**src/rtl/switches_axis.sv**
```systemverilog
// AXI-stream master sourced from board switches: two-flop synchroniser, debounce,
// and a one-deep queue behind the current transfer with an overwrite (drop) pulse.
module switches_axis #(
  parameter int DATA_WIDTH      = 8,
  parameter int DEBOUNCE_CYCLES = 16
) (
  input  logic                  axis_aclk_i,
  input  logic                  axis_aresetn_i,
  input  logic [DATA_WIDTH-1:0] sw_i,
  input  logic                  m_axis_tready_i,
  output logic                  m_axis_tvalid_o,
  output logic [DATA_WIDTH-1:0] m_axis_tdata_o,
  output logic                  drop_o
);

  localparam int                CNT_W   = $clog2(DEBOUNCE_CYCLES);
  localparam logic [CNT_W-1:0]  CNT_MAX = CNT_W'(DEBOUNCE_CYCLES - 1);

  typedef enum logic {
    ST_IDLE  = 1'b0,
    ST_VALID = 1'b1
  } state_t;

  logic [DATA_WIDTH-1:0] sync1_q, sync2_q;
  logic [DATA_WIDTH-1:0] cand_q, cand_d;
  logic [DATA_WIDTH-1:0] stable_q, stable_d;
  logic [CNT_W-1:0]      cnt_q, cnt_d;
  logic                  event_q, event_d;

  state_t                state_q, state_d;
  logic [DATA_WIDTH-1:0] tdata_q, tdata_d;
  logic [DATA_WIDTH-1:0] pend_q, pend_d;
  logic                  pend_v_q, pend_v_d;
  logic                  drop_q, drop_d;

  logic                  handshake;

  // Raw switches are asynchronous; only sync2_q may feed any further logic.
  always_ff @(posedge axis_aclk_i) begin
    // NOTE: non-blocking assignments in clocked blocks keep the two flops a real
    // two-stage pipeline instead of collapsing into a single register.
    if (!axis_aresetn_i) begin
      sync1_q <= '0;
      sync2_q <= '0;
    end else begin
      sync1_q <= sw_i;
      sync2_q <= sync1_q;
    end
  end

  // A value is accepted only after the counter saturates on an unchanged candidate.
  always_comb begin
    // NOTE: every combinational output gets a default first so no path leaves
    // a signal unassigned, which would otherwise infer a latch.
    cand_d   = cand_q;
    cnt_d    = cnt_q;
    stable_d = stable_q;
    event_d  = 1'b0;
    if (sync2_q != cand_q) begin
      cand_d = sync2_q;
      cnt_d  = '0;
    end else if (cnt_q < CNT_MAX) begin
      cnt_d = cnt_q + 1'b1;
    end else if (cand_q != stable_q) begin
      stable_d = cand_q;
      event_d  = 1'b1;
    end
  end

  always_ff @(posedge axis_aclk_i) begin
    if (!axis_aresetn_i) begin
      cand_q   <= '0;
      cnt_q    <= '0;
      stable_q <= '0;
      event_q  <= 1'b0;
    end else begin
      cand_q   <= cand_d;
      cnt_q    <= cnt_d;
      stable_q <= stable_d;
      event_q  <= event_d;
    end
  end

  assign handshake = (state_q == ST_VALID) && m_axis_tready_i;

  // event_q coincides with stable_q already holding the newly accepted value.
  always_comb begin
    state_d  = state_q;
    tdata_d  = tdata_q;
    pend_d   = pend_q;
    pend_v_d = pend_v_q;
    drop_d   = 1'b0;
    unique case (state_q)
      ST_IDLE: begin
        if (event_q) begin
          tdata_d = stable_q;
          state_d = ST_VALID;
        end
      end
      ST_VALID: begin
        if (handshake) begin
          if (event_q) begin
            if (pend_v_q) begin
              tdata_d = pend_q;
              pend_d  = stable_q;
            end else begin
              tdata_d = stable_q;
            end
          end else if (pend_v_q) begin
            tdata_d  = pend_q;
            pend_v_d = 1'b0;
          end else begin
            state_d = ST_IDLE;
          end
        end else if (event_q) begin
          // Only the newest value is kept; an older queued one is lost.
          pend_d   = stable_q;
          pend_v_d = 1'b1;
          drop_d   = pend_v_q;
        end
      end
      default: state_d = ST_IDLE;
    endcase
  end

  always_ff @(posedge axis_aclk_i) begin
    if (!axis_aresetn_i) begin
      state_q  <= ST_IDLE;
      tdata_q  <= '0;
      pend_q   <= '0;
      pend_v_q <= 1'b0;
      drop_q   <= 1'b0;
    end else begin
      state_q  <= state_d;
      tdata_q  <= tdata_d;
      pend_q   <= pend_d;
      pend_v_q <= pend_v_d;
      drop_q   <= drop_d;
    end
  end

  assign m_axis_tvalid_o = (state_q == ST_VALID);
  assign m_axis_tdata_o  = tdata_q;
  assign drop_o          = drop_q;

endmodule
```
**config.mk**
```make
export PLATFORM = sky130hd
export DESIGN_NAME = switches_axis
export DESIGN_NICKNAME = d
export VERILOG_FILES = /design/src/rtl/switches_axis.sv
export SDC_FILE = /design/constraint.sdc
export NUM_CORES = 1
export LEC_CHECK = 0
export ABC_AREA = 0
export CAP_MARGIN = 15
export CORE_AREA = 2 2 62 64
export CTS_BUF_LIST = sky130_fd_sc_hd__clkbuf_8
export CTS_CLUSTER_DIAMETER = 30
export DETAILED_ROUTE_END_ITERATION = 12
export DIE_AREA = 0 0 64 66
export GPL_TIMING_DRIVEN = 0
export PLACE_DENSITY = 0.82
export SLEW_MARGIN = 0
export SYNTH_ARGS = -nofsm -noshare
export SYNTH_HDL_FRONTEND = slang
export SYNTH_SLANG_ARGS = --single-unit
export TNS_END_PERCENT = 20
```
**constraint.sdc**
```tcl
create_clock -name axis_aclk_i -period 4.35 [get_ports axis_aclk_i]
set_input_delay 1.305 -clock axis_aclk_i [delete_from_list [all_inputs] [get_ports axis_aclk_i]]
set_output_delay 1.305 -clock axis_aclk_i [all_outputs]
set_load 0.05 [all_outputs]
```
# Word level (Yosys, flattened, before mapping)
# Index checks and enable logic that the tools add are counted.
# totals
reg_bits,56
latchBits,0
mem_bits_rw,0
romBits,0
inputBits,11
output_inout_bits,10
elab_cells,50
memories,0
# op_classes
n_addsub,1
mul,0
div_mod_pow,0
magnitude_cmp,1
eq_ne,6
shift,0
mux,18
bitwise,4
reduce_logical,9
# ops
op,n
8-bit two-way mux,8
8-bit != test,2
8-bit one-hot mux with 2 select lines,1
3-bit AND reduction,3
1-bit two-way mux,8
3-bit OR reduction,2
4-bit by 1-bit adder with 4-bit output (second input constant),1
4-bit < comparator (second input constant),1
2-bit != test (second input constant),2
1-bit NOT,4
3-bit by 2-bit != test with 1-bit output (second input constant),1
2-bit by 1-bit != test with 1-bit output (second input constant),1
1-bit one-hot mux with 2 select lines,1
2-bit AND reduction,1
2-bit nonzero test,1
2-bit OR reduction,1
1-bit logical AND,1

# Depth between registers and ports, before layout
# Gate-level depths: netlist of the first run.
# depth
depth_word,4
ltp_mapped,5

# Worst setup path after synthesis of the first run
# OpenSTA, ideal clock, no wires.
# synth_path
path_type,input to register
from,input port m_axis_tready_i
to,"register tdata_q[6], in the netlist m_axis_tdata_o[6]"
arrival_time_ps,2222
t_required_ps,4264
slack_ps,2042
cell_stages,5
path_buffers,1
path_cell_list,inv_1 -> a21oi_1 -> clkbuf_1 -> nor2_1 -> a211oi_1
# synth_via
elab_chain_cells,3
# synth_rtl
element,line_no,rtl
"start, declared",10,"input logic m_axis_tready_i,"
1-bit logical AND,84,assign handshake = (state_q == ST_VALID) && m_axis_tready_i;
2-bit by 1-bit != test with 1-bit output (no source line),--,
3-bit AND reduction (no source line),--,
"end signal, assigned",135,tdata_q <= tdata_d;
"end, declared",31,"logic [DATA_WIDTH-1:0] tdata_q, tdata_d;"
# Every way passes these cells.
# A chain may end at the register's enable or synchronous reset.

# Worst setup path after layout of the first run
# layout_path
from,"register state_q, in the netlist m_axis_tvalid_o"
to,output port m_axis_tvalid_o
# layout_lines
element,line_no,rtl
"start, declared",30,"state_t state_q, state_d;"
"start signal, assigned",134,state_q <= state_d;
"end, declared",11,"output logic m_axis_tvalid_o,"
# No word-level cell between the ends.

==> summary by stage, run 1 <==
GRT
Across every metal layer, demand over resource in global routing totals 16.9%. The layer carrying the most global-route usage is met2. The via count of the first global-routing pass is about 1300. The global-route congestion overflow total is 0. The met2 layer usage reported by global route is ~30%. The initial antenna violation count is 0. Entering global routing, the biggest net connects 16 pins. The met3 usage in global routing is under 10%.

For this run, global-route usage on met1 was measured as between 10% and 20%. The first-pass GRT wire length is 5420 µm.

Clocking
The clock sink count is 56. The clock-pin slew of the registers on the worst-case setup and hold paths is about 0.090 ns. In this run the post-CTS setup repair buffer count came out at 0.

The clock passes through at most 2 buffers. TritonCTS built the clock tree. The insertion delay to the later sink of the worst-skew pair is 0.30 ns. The H-tree generated during clock tree synthesis spans 2 levels. The number of gates resized after CTS is 0. In this run, post-CTS hold repair placed 0 buffers. In this run the clock root is driven by a sky130_fd_sc_hd__clkbuf_8.

The clock buffer count from CTS is 5.

Timing
The final setup TNS is 0 ns. For the pin with the worst max-slew slack, the measured transition is between 0.7 and 0.8 ns. The number of max-slew violations in the final report came to 0.

The worst pin sits at a relative slew slack of 50.1%. The hold violation count in the final report is 0. Subtracting the final worst setup slack from the clock period gives around 2.9 ns. The worst clock skew is 0.00433 ns.

The number of setup violations in the final report is 0. The peak clock frequency supported by timing is around 0.35 GHz. The final critical path takes up between 60% and 70% of the cycle. Setup repair after global routing left no endpoint under its margin.

Setup path
The slowest stage of the critical path is the sky130_fd_sc_hd__clkdlybuf4s50_1 cell. For the worst setup path, the data required time is 3.04 ns. The reg-to-reg setup timing slack is ~2.5 ns. The signal on the critical path passes through clkdlybuf4s50_1.

On the critical path the largest part of the delay comes from buffers and inverters. The number of buffers and inverters on the critical path is 1. The kind of critical path is register to output port. The origin of the critical flop-to-flop path is cnt_q[0]$_SDFFE_PP0N_. The critical path capture point is m_axis_tvalid_o. The launching element type of the critical path is a register. The highest net fanout along the worst path is 7. On the worst path, the slowest cell contributes a delay of around 0.84 ns. The count of cells along the worst register-to-register path is 4. The reg-to-reg endpoint is stable_q[5]$_SDFFE_PN0P_.

STA classifies the critical path endpoint as an output port. The timing startpoint of the critical path is m_axis_tvalid_o$_SDFF_PN0_. The arrival time reported for the critical path endpoint is approximately 1.6 ns. In this run the number of cells on the critical path is 1.

Die
The initial core utilization is approximately 59%. The number of core rows is 22. The overall die width is about 64 µm. The die outline height is between 60 and 70 µm. The die covers around 0.0042 mm². The number of I/O pins is 21.

The core region area is 0.00355 mm².

Min path
The startpoint identified for the worst hold timing path is sync1_q[3]$_SDFF_PN0_. The classification of the worst-slack hold path is register to register.

Route
In the routed design, unresolved DRC markers number 0. The number of nets with antenna violations after routing is 0. Summed over all layers, the routed wires come to 2950 µm. The count of TritonRoute iterations in the first routing pass is 4.

After the first detailed-routing iteration, the DRC count stood at between 50 and 60. The routed layout has 1356 vias. The routed length per placed instance is around 11 µm. The via count normalized by instance count is 4.90.

Power and ir drop
Power spread over the standard cell area amounts to 349 mW/mm². The static leakage power is a little over 0.9 nW. The worst-case IR drop observed on VDD is 0.000257 V. The completed layout was analyzed and its total power is around 850 µW.

Placement
The number of port buffers is 20. Routability-driven placement finished with a final weighted congestion of 0.848. The wire-length estimate of the detail-placed layout is 2280 µm.

Synth
Synthesis inferred 56 register bits. After synthesis, the netlist uses 26 different library cells. The synthesized cell area is 0.00208 mm².

The share of the Yosys chip area taken by registers is between 50% and 60%. Each instance of the synthesized netlist takes up on average ~10 µm². For this run, the number of Yosys warnings is 0.

The synthesized instance count is around 200. Counting every net in the synthesized netlist gives between 200 and 250.

Flow run
The tool flagged a number of max-cap violations equal to 0.

Layout
The repair_antennas step left the layout with diodes totalling 0. The post-synthesis to final-layout area growth is 17.1%. The final net count is roughly 240. The proportion of layout cells with a drive suffix above 1 is 4.37%.

Status
The flow ran to the end, and the final reports show no timing, DRC or antenna violations.
## cells in the mapped netlist
cell type                    n  area (µm²)
sky130_fd_sc_hd__a21oi_2     1        8.76
sky130_fd_sc_hd__xor2_1      8        70.1
sky130_fd_sc_hd__and2_1     24         150
sky130_fd_sc_hd__xnor2_1     9        78.8
sky130_fd_sc_hd__a211oi_1    9        67.6
sky130_fd_sc_hd__a21oi_1     5        25.0
sky130_fd_sc_hd__nor4_1      3        18.8
sky130_fd_sc_hd__nand3_1     2        10.0
sky130_fd_sc_hd__o21ai_0     1        5.00
sky130_fd_sc_hd__ha_1        1        12.5
sky130_fd_sc_hd__nor3_1      2        10.0
sky130_fd_sc_hd__o21a_1      1        7.51
sky130_fd_sc_hd__dfxtp_1    56        1120
sky130_fd_sc_hd__a2111oi_4   1        27.5
sky130_fd_sc_hd__a31oi_1     1        6.26
sky130_fd_sc_hd__clkbuf_1    5        18.8
sky130_fd_sc_hd__clkinv_1    1        3.75
sky130_fd_sc_hd__nand4_1     2        12.5
sky130_fd_sc_hd__nor2_1     20        75.1
sky130_fd_sc_hd__nand2_1    18        67.6
sky130_fd_sc_hd__o21ai_2     1        8.76
sky130_fd_sc_hd__inv_1       3        11.3
sky130_fd_sc_hd__nor3b_1     1        7.51
sky130_fd_sc_hd__or3_1       1        6.26
sky130_fd_sc_hd__mux2i_1    25         250
sky130_fd_sc_hd__buf_1       1        3.75
## sequential cells by signal, indices dropped and copies added, names as in the netlist
signal,flops
cand_q,8
cnt_q,4
drop_o,1
event_q,1
m_axis_tdata_o,8
m_axis_tvalid_o,1
pend_q,8
pend_v_q,1
stable_q,8
sync1_q,8
sync2_q,8
## placed cells by master, fill, tap and decap left out, drive strengths merged, types with 2 or more instances in the layout
cell type,n
a211oi,9
a21oi,6
and2,24
clkbuf,12
clkdlybuf4s50,20
dfxtp,56
inv,3
mux2i,25
nand2,18
nand3,2
nand4,2
nor2,20
nor3,2
nor4,3
o21ai,2
xnor2,9
xor2,8
## logic make-up (layout without fill, tap and decap cells)
family,Yosys count,count (layout),synth area share (%)
adder cells (fa/ha/maj),1,1,0.600
AND/OR/NAND/NOR,73,73,17.2
AO/OA/AOI/OAI,20,20,7.50
multiplexers,25,25,12.0
flip-flops,56,56,53.8
buffers and inverters,10,37,1.80
XOR/XNOR,17,17,7.14
## per-stage QoR
| step | instances | utilization (%) | setup WS (ns) | hold WS (ns) | instance area, µm² |
|---|---|---|---|---|---|
| 2_1_floorplan | 202 | - | 2.04 | 0.412 | 2080 |
| 3_3_place_gp | 270 | 66.0 | 1.27 | 0.413 | 2340 |
| 3_5_place_dp | 270 | 66.0 | 1.26 | 0.419 | 2340 |
| 4_1_cts | 277 | 68.7 | 1.45 | 0.442 | 2440 |
| 5_1_grt | 277 | 68.7 | 1.38 | 0.461 | 2440 |
| 6_report | 277 | 68.7 | 1.46 | 0.435 | 2440 |
## routing by layer
metal	wire (µm)	part of all wire, %
met1	1290	44
met2	1440	49
met3	131	4.4
met4	83	2.8
met5	0	0
## how the worst min path moves through the flow
stage,cells after the start,endpoint
2_1_floorplan,1,sync2_q[0]$_SDFF_PN0_
3_3_place_gp,1,sync2_q[2]$_SDFF_PN0_
3_5_place_dp,1,sync2_q[0]$_SDFF_PN0_
4_1_cts,1,sync2_q[3]$_SDFF_PN0_
5_1_grt,1,sync2_q[3]$_SDFF_PN0_
6_report,1,sync2_q[3]$_SDFF_PN0_
## power by group
part	switching [mW]	internal, mW
clock network	0.143	0.142
registers	0.00540	0.522
logic	0.0197	0.0206
total	0.168	0.684
## layout make-up
cell class                 instances  area, µm²
tap                               48       60.1
sequential                        56       1120
fill                             269       1110
clock buffer                       7       96.3
buffer                             6       22.5
inverter                           4       15.0
timing repair buffer              20        200
multi-input combinational        136        926
No activity file was read; power rests on OpenSTA's default activity.
==> inputs of run 2 (changes only) <==
--- a/config.mk
+++ b/config.mk
@@ -7,13 +7,13 @@
 export LEC_CHECK = 0
 export ABC_AREA = 0
 export CAP_MARGIN = 15
-export CORE_AREA = 2 2 62 64
+export CORE_AREA = 2 2 67 69
 export CTS_BUF_LIST = sky130_fd_sc_hd__clkbuf_8
 export CTS_CLUSTER_DIAMETER = 30
 export DETAILED_ROUTE_END_ITERATION = 12
-export DIE_AREA = 0 0 64 66
+export DIE_AREA = 0 0 69 71
 export GPL_TIMING_DRIVEN = 0
-export PLACE_DENSITY = 0.82
+export PLACE_DENSITY = 0.74
 export SLEW_MARGIN = 0
 export SYNTH_ARGS = -nofsm -noshare
 export SYNTH_HDL_FRONTEND = slang
==> constraint.sdc (replaced) <==
create_clock -name axis_aclk_i -period 2.3 [get_ports axis_aclk_i]
set_input_delay 0.69 -clock axis_aclk_i [delete_from_list [all_inputs] [get_ports axis_aclk_i]]
set_output_delay 0.69 -clock axis_aclk_i [all_outputs]
set_load 0.05 [all_outputs]
==> run 2 against run 1 <==
Against the previous run:
- core utilization decreased by 11 points
- global-route usage fell by 3.2 points
- sequential share of layout area is 0.071 points higher
- non-clock buffer count unchanged
- clock-buffer cell count fell by 2
- critical path type unchanged
- highest routed layer unchanged
==> summary by stage, run 2 (synthesis gave the netlist of run 1 again) <==
Die
The number of core rows is 24 (was 22). The core region area was 0.00420 mm² (was 0.00355 mm²). The die outline height is 71 µm (was 66 µm). The overall die width is 69 µm (was 64 µm). The die area is 0.00490 mm² (was 0.00422 mm²).

The number of I/O pins is 21 (unchanged). The initial core utilization is 49.6% (was 58.7%).

Layout
The proportion of layout cells with a drive suffix above 1 is 4.80% (was 4.37%). Commonest non-fill, non-tap cells in the layout: sky130_fd_sc_hd__dfxtp_1, sky130_fd_sc_hd__mux2i_1, sky130_fd_sc_hd__and2_1, sky130_fd_sc_hd__nor2_1, sky130_fd_sc_hd__clkdlybuf4s50_1 (unchanged). The post-synthesis to final-layout area growth is 16.9% (was 17.1%).

The final antenna diode count was 0 (unchanged). The most common library cell in the layout ignoring fill and taps is sky130_fd_sc_hd__dfxtp_1 (unchanged). The final net count was 241 (unchanged).

Route
The total via count after detailed routing is 1340 (was 1356). The routed length per placed instance was 10.6 µm (about the same). The detailed-route wire length is 2990 µm (was 2950 µm). The number of remaining DRC errors is 0 (unchanged).

The number of nets with antenna violations after routing is 0 (unchanged). The initial detailed-routing violation count came to 34 (was 57). The via count normalized by instance count was 4.77 (was 4.90). The count of TritonRoute iterations in the first routing pass is 4 (unchanged).

Clocking
The insertion delay to the later sink of the worst-skew pair is 0.30 ns (about the same). The clock-pin slew of the registers on the worst-case setup and hold paths is 0.09 ns (about the same). The number of H-tree branching levels is 2 (unchanged). The maximum root-to-sink buffer count is 2 (unchanged). The clock tree from TritonCTS is done (unchanged). The clock buffer count from CTS came to 5 (unchanged). The clock sink count is 56 (unchanged).

The clock root buffer is sky130_fd_sc_hd__clkbuf_8 (unchanged).

GRT
The overall global routing resource usage came to 13.7% (was 16.9%). The via count of the first global-routing pass is 1201 (was 1321). The pin count of the biggest net entering global routing is 17 (was 16). The initial antenna violation count is 0 (unchanged). The global-route congestion overflow total came to 0 (unchanged). The first-pass GRT wire length was 5350 µm (was 5420 µm).

Timing
The relative slew slack is 48.6% (was 50.1%). The number of setup violations in the final report is 0 (unchanged). The final worst setup slack is 0.175 ns (was 1.46 ns). The actual slew at the worst max-slew pin came to 0.770 ns (was 0.749 ns). The number of max-slew violations in the final report is 0 (unchanged). The part of the cycle the worst path needs is about 92%. The hold violation count in the final report came to 0 (unchanged). RSZ-0062 raised after global routing: false (unchanged). The worst clock skew is 0.00825 ns (was 0.00433 ns). The worst path needs 2.13 ns of the cycle, external delays included. The peak clock frequency supported by timing is ~0.47 GHz. The final setup TNS is 0 ns (unchanged).

Setup path
The kind of critical path is register to output port (unchanged). The family with the most delay on the worst path is buffers and inverters (unchanged). The largest stage delay on the critical path is 0.80 ns (was 0.84 ns). The cell at the slowest stage of the critical path is sky130_fd_sc_hd__clkdlybuf4s50_1 (unchanged). The arrival time reported for the critical path endpoint is 1.44 ns (was 1.58 ns). The endpoint kind of the worst setup timing path is an output port (unchanged). The highest net fanout along the worst path is 2 (was 7). The launching element type of the critical path is a register (unchanged).

The data required time of the critical path is 1.61 ns (was 3.04 ns). Critical Path, Cell by Cell: clkdlybuf4s50_1 (unchanged). The critical path buffer and inverter count is 1 (unchanged).

Power and ir drop
The static leakage power is 0.936 nW (was 0.928 nW). The switching power share of the total is 21.4% (was 19.8%). The power density normalized to cell area came to 644 mW/mm² (was 349 mW/mm²). The sum of internal, switching and leakage power is 1.57 mW (was 853 µW). The fraction of power consumed by sequential logic is 63.6% (was 61.8%).

The internal power contribution was 1.23 mW (was 684 µW). The power share of the clock group came to 31.5% (was 33.4%). The combinational group share of total power came to 4.9% (was 4.7%).

The maximum ir drop on the vdd rail is 0.000431 V (was 0.000257 V). The reported net switching power is 336 µW (was 168 µW).

Status
Run status: finished clean (unchanged).

Flow run
The count of maximum capacitance violations is 0 (unchanged).

Placement
The detailed placer's ending HPWL came to 2220 µm (was 2280 µm). The number of port buffers came to 20 (unchanged). The pre-CTS setup slack is -0.193 ns (was 1.26 ns). The global placement routability congestion is 0.778 (was 0.848).

Min path
The classification of the worst-slack hold path was register to register (unchanged).
==> run 2: changes by cell type in the layout (fill, tap and decap cells not counted) <==
cell | previous run | this run
sky130_fd_sc_hd__clkbuf_8 | 7 | 5
sky130_fd_sc_hd__dlymetal6s2s_1 | 0 | 1
sky130_fd_sc_hd__clkinvlp_4 | 0 | 1
sky130_fd_sc_hd__clkdlybuf4s50_1 | 20 | 19
sky130_fd_sc_hd__a21oi_1 | 5 | 4
sky130_fd_sc_hd__clkinv_2 | 0 | 1
sky130_fd_sc_hd__a21oi_2 | 1 | 2
==> run 2: final timing paths <==
| path | startpoint | cells past startpoint | endpoint | slack [ns] |
|---|---|---|---|---|
| hold reg to reg | sync1_q[7]$_SDFF_PN0_ | 1 | sync2_q[7]$_SDFF_PN0_ | 0.44 |
| hold / removal | sync1_q[7]$_SDFF_PN0_ | 1 | sync2_q[7]$_SDFF_PN0_ | 0.44 |
| setup / recovery | m_axis_tdata_o[2]$_SDFFE_PN0P_ | 1 | m_axis_tdata_o[2] | 0.17 |
| setup reg to reg | cand_q[7]$_SDFFE_PN0P_ | 4 | stable_q[6]$_SDFFE_PN0P_ | 0.46 |
==> run 2: area by class of cell <==
cell class	count	area, µm²
Multi-Input combinational cell	136	930
Tap cell	52	65.1
Clock inverter	2	12.5
Timing Repair Buffer	20	203
Clock buffer	5	68.8
Inverter	4	15.0
Buffer	6	22.5
Sequential cell	56	1120
Fill cell	390	1770
==> run 2: through the flow <==
stage / hold WS (ns) / utilization (%) / instance area (µm²) / instances
detailed placement: 0.419 / 55.9 / 2350 / 274
global route: 0.454 / 58.0 / 2440 / 281
CTS: 0.440 / 57.8 / 2430 / 281
floorplan: 0.412 / - / 2080 / 202
finish: 0.437 / 58.0 / 2440 / 281
global placement: 0.414 / 55.9 / 2350 / 274
==> run 2: layer usage <==
layer	track usage (%)	vias up	routed length, µm
met5	0	-	0
met1	16.6	579	1390
met2	22.8	24	1410
met3	3.42	8	115
li1	-	729	-
met4	7.19	0	73
==> run 2: power groups by stage <==
stage | logic [mW] | clock network [mW] | registers, mW
final | 0.0768 | 0.494 | 0.997
after global routing | 0.0872 | 0.562 | 1.00
after CTS | 0.0782 | 0.517 | 0.998
after detailed placement | 0.0780 | 0 | 1.02
after global placement | 0.0766 | 0 | 1.02
after floorplan | 0.0480 | 0 | 1.02
==> run 2: timing repair <==
action	CTS	global route
resized for setup	0	2
endpoints found under the setup margin	0	2
buffers inserted	0	0
hold buffers	0	0
hold endpoints to repair	0	0
==> inputs of run 3 (changes only) <==
--- a/config.mk
+++ b/config.mk
@@ -18,4 +18,3 @@
 export SYNTH_ARGS = -nofsm -noshare
 export SYNTH_HDL_FRONTEND = slang
 export SYNTH_SLANG_ARGS = --single-unit
-export TNS_END_PERCENT = 20
==> results of run 3 <==
The final DEF is identical to that of run 2; final timing and power are the same.
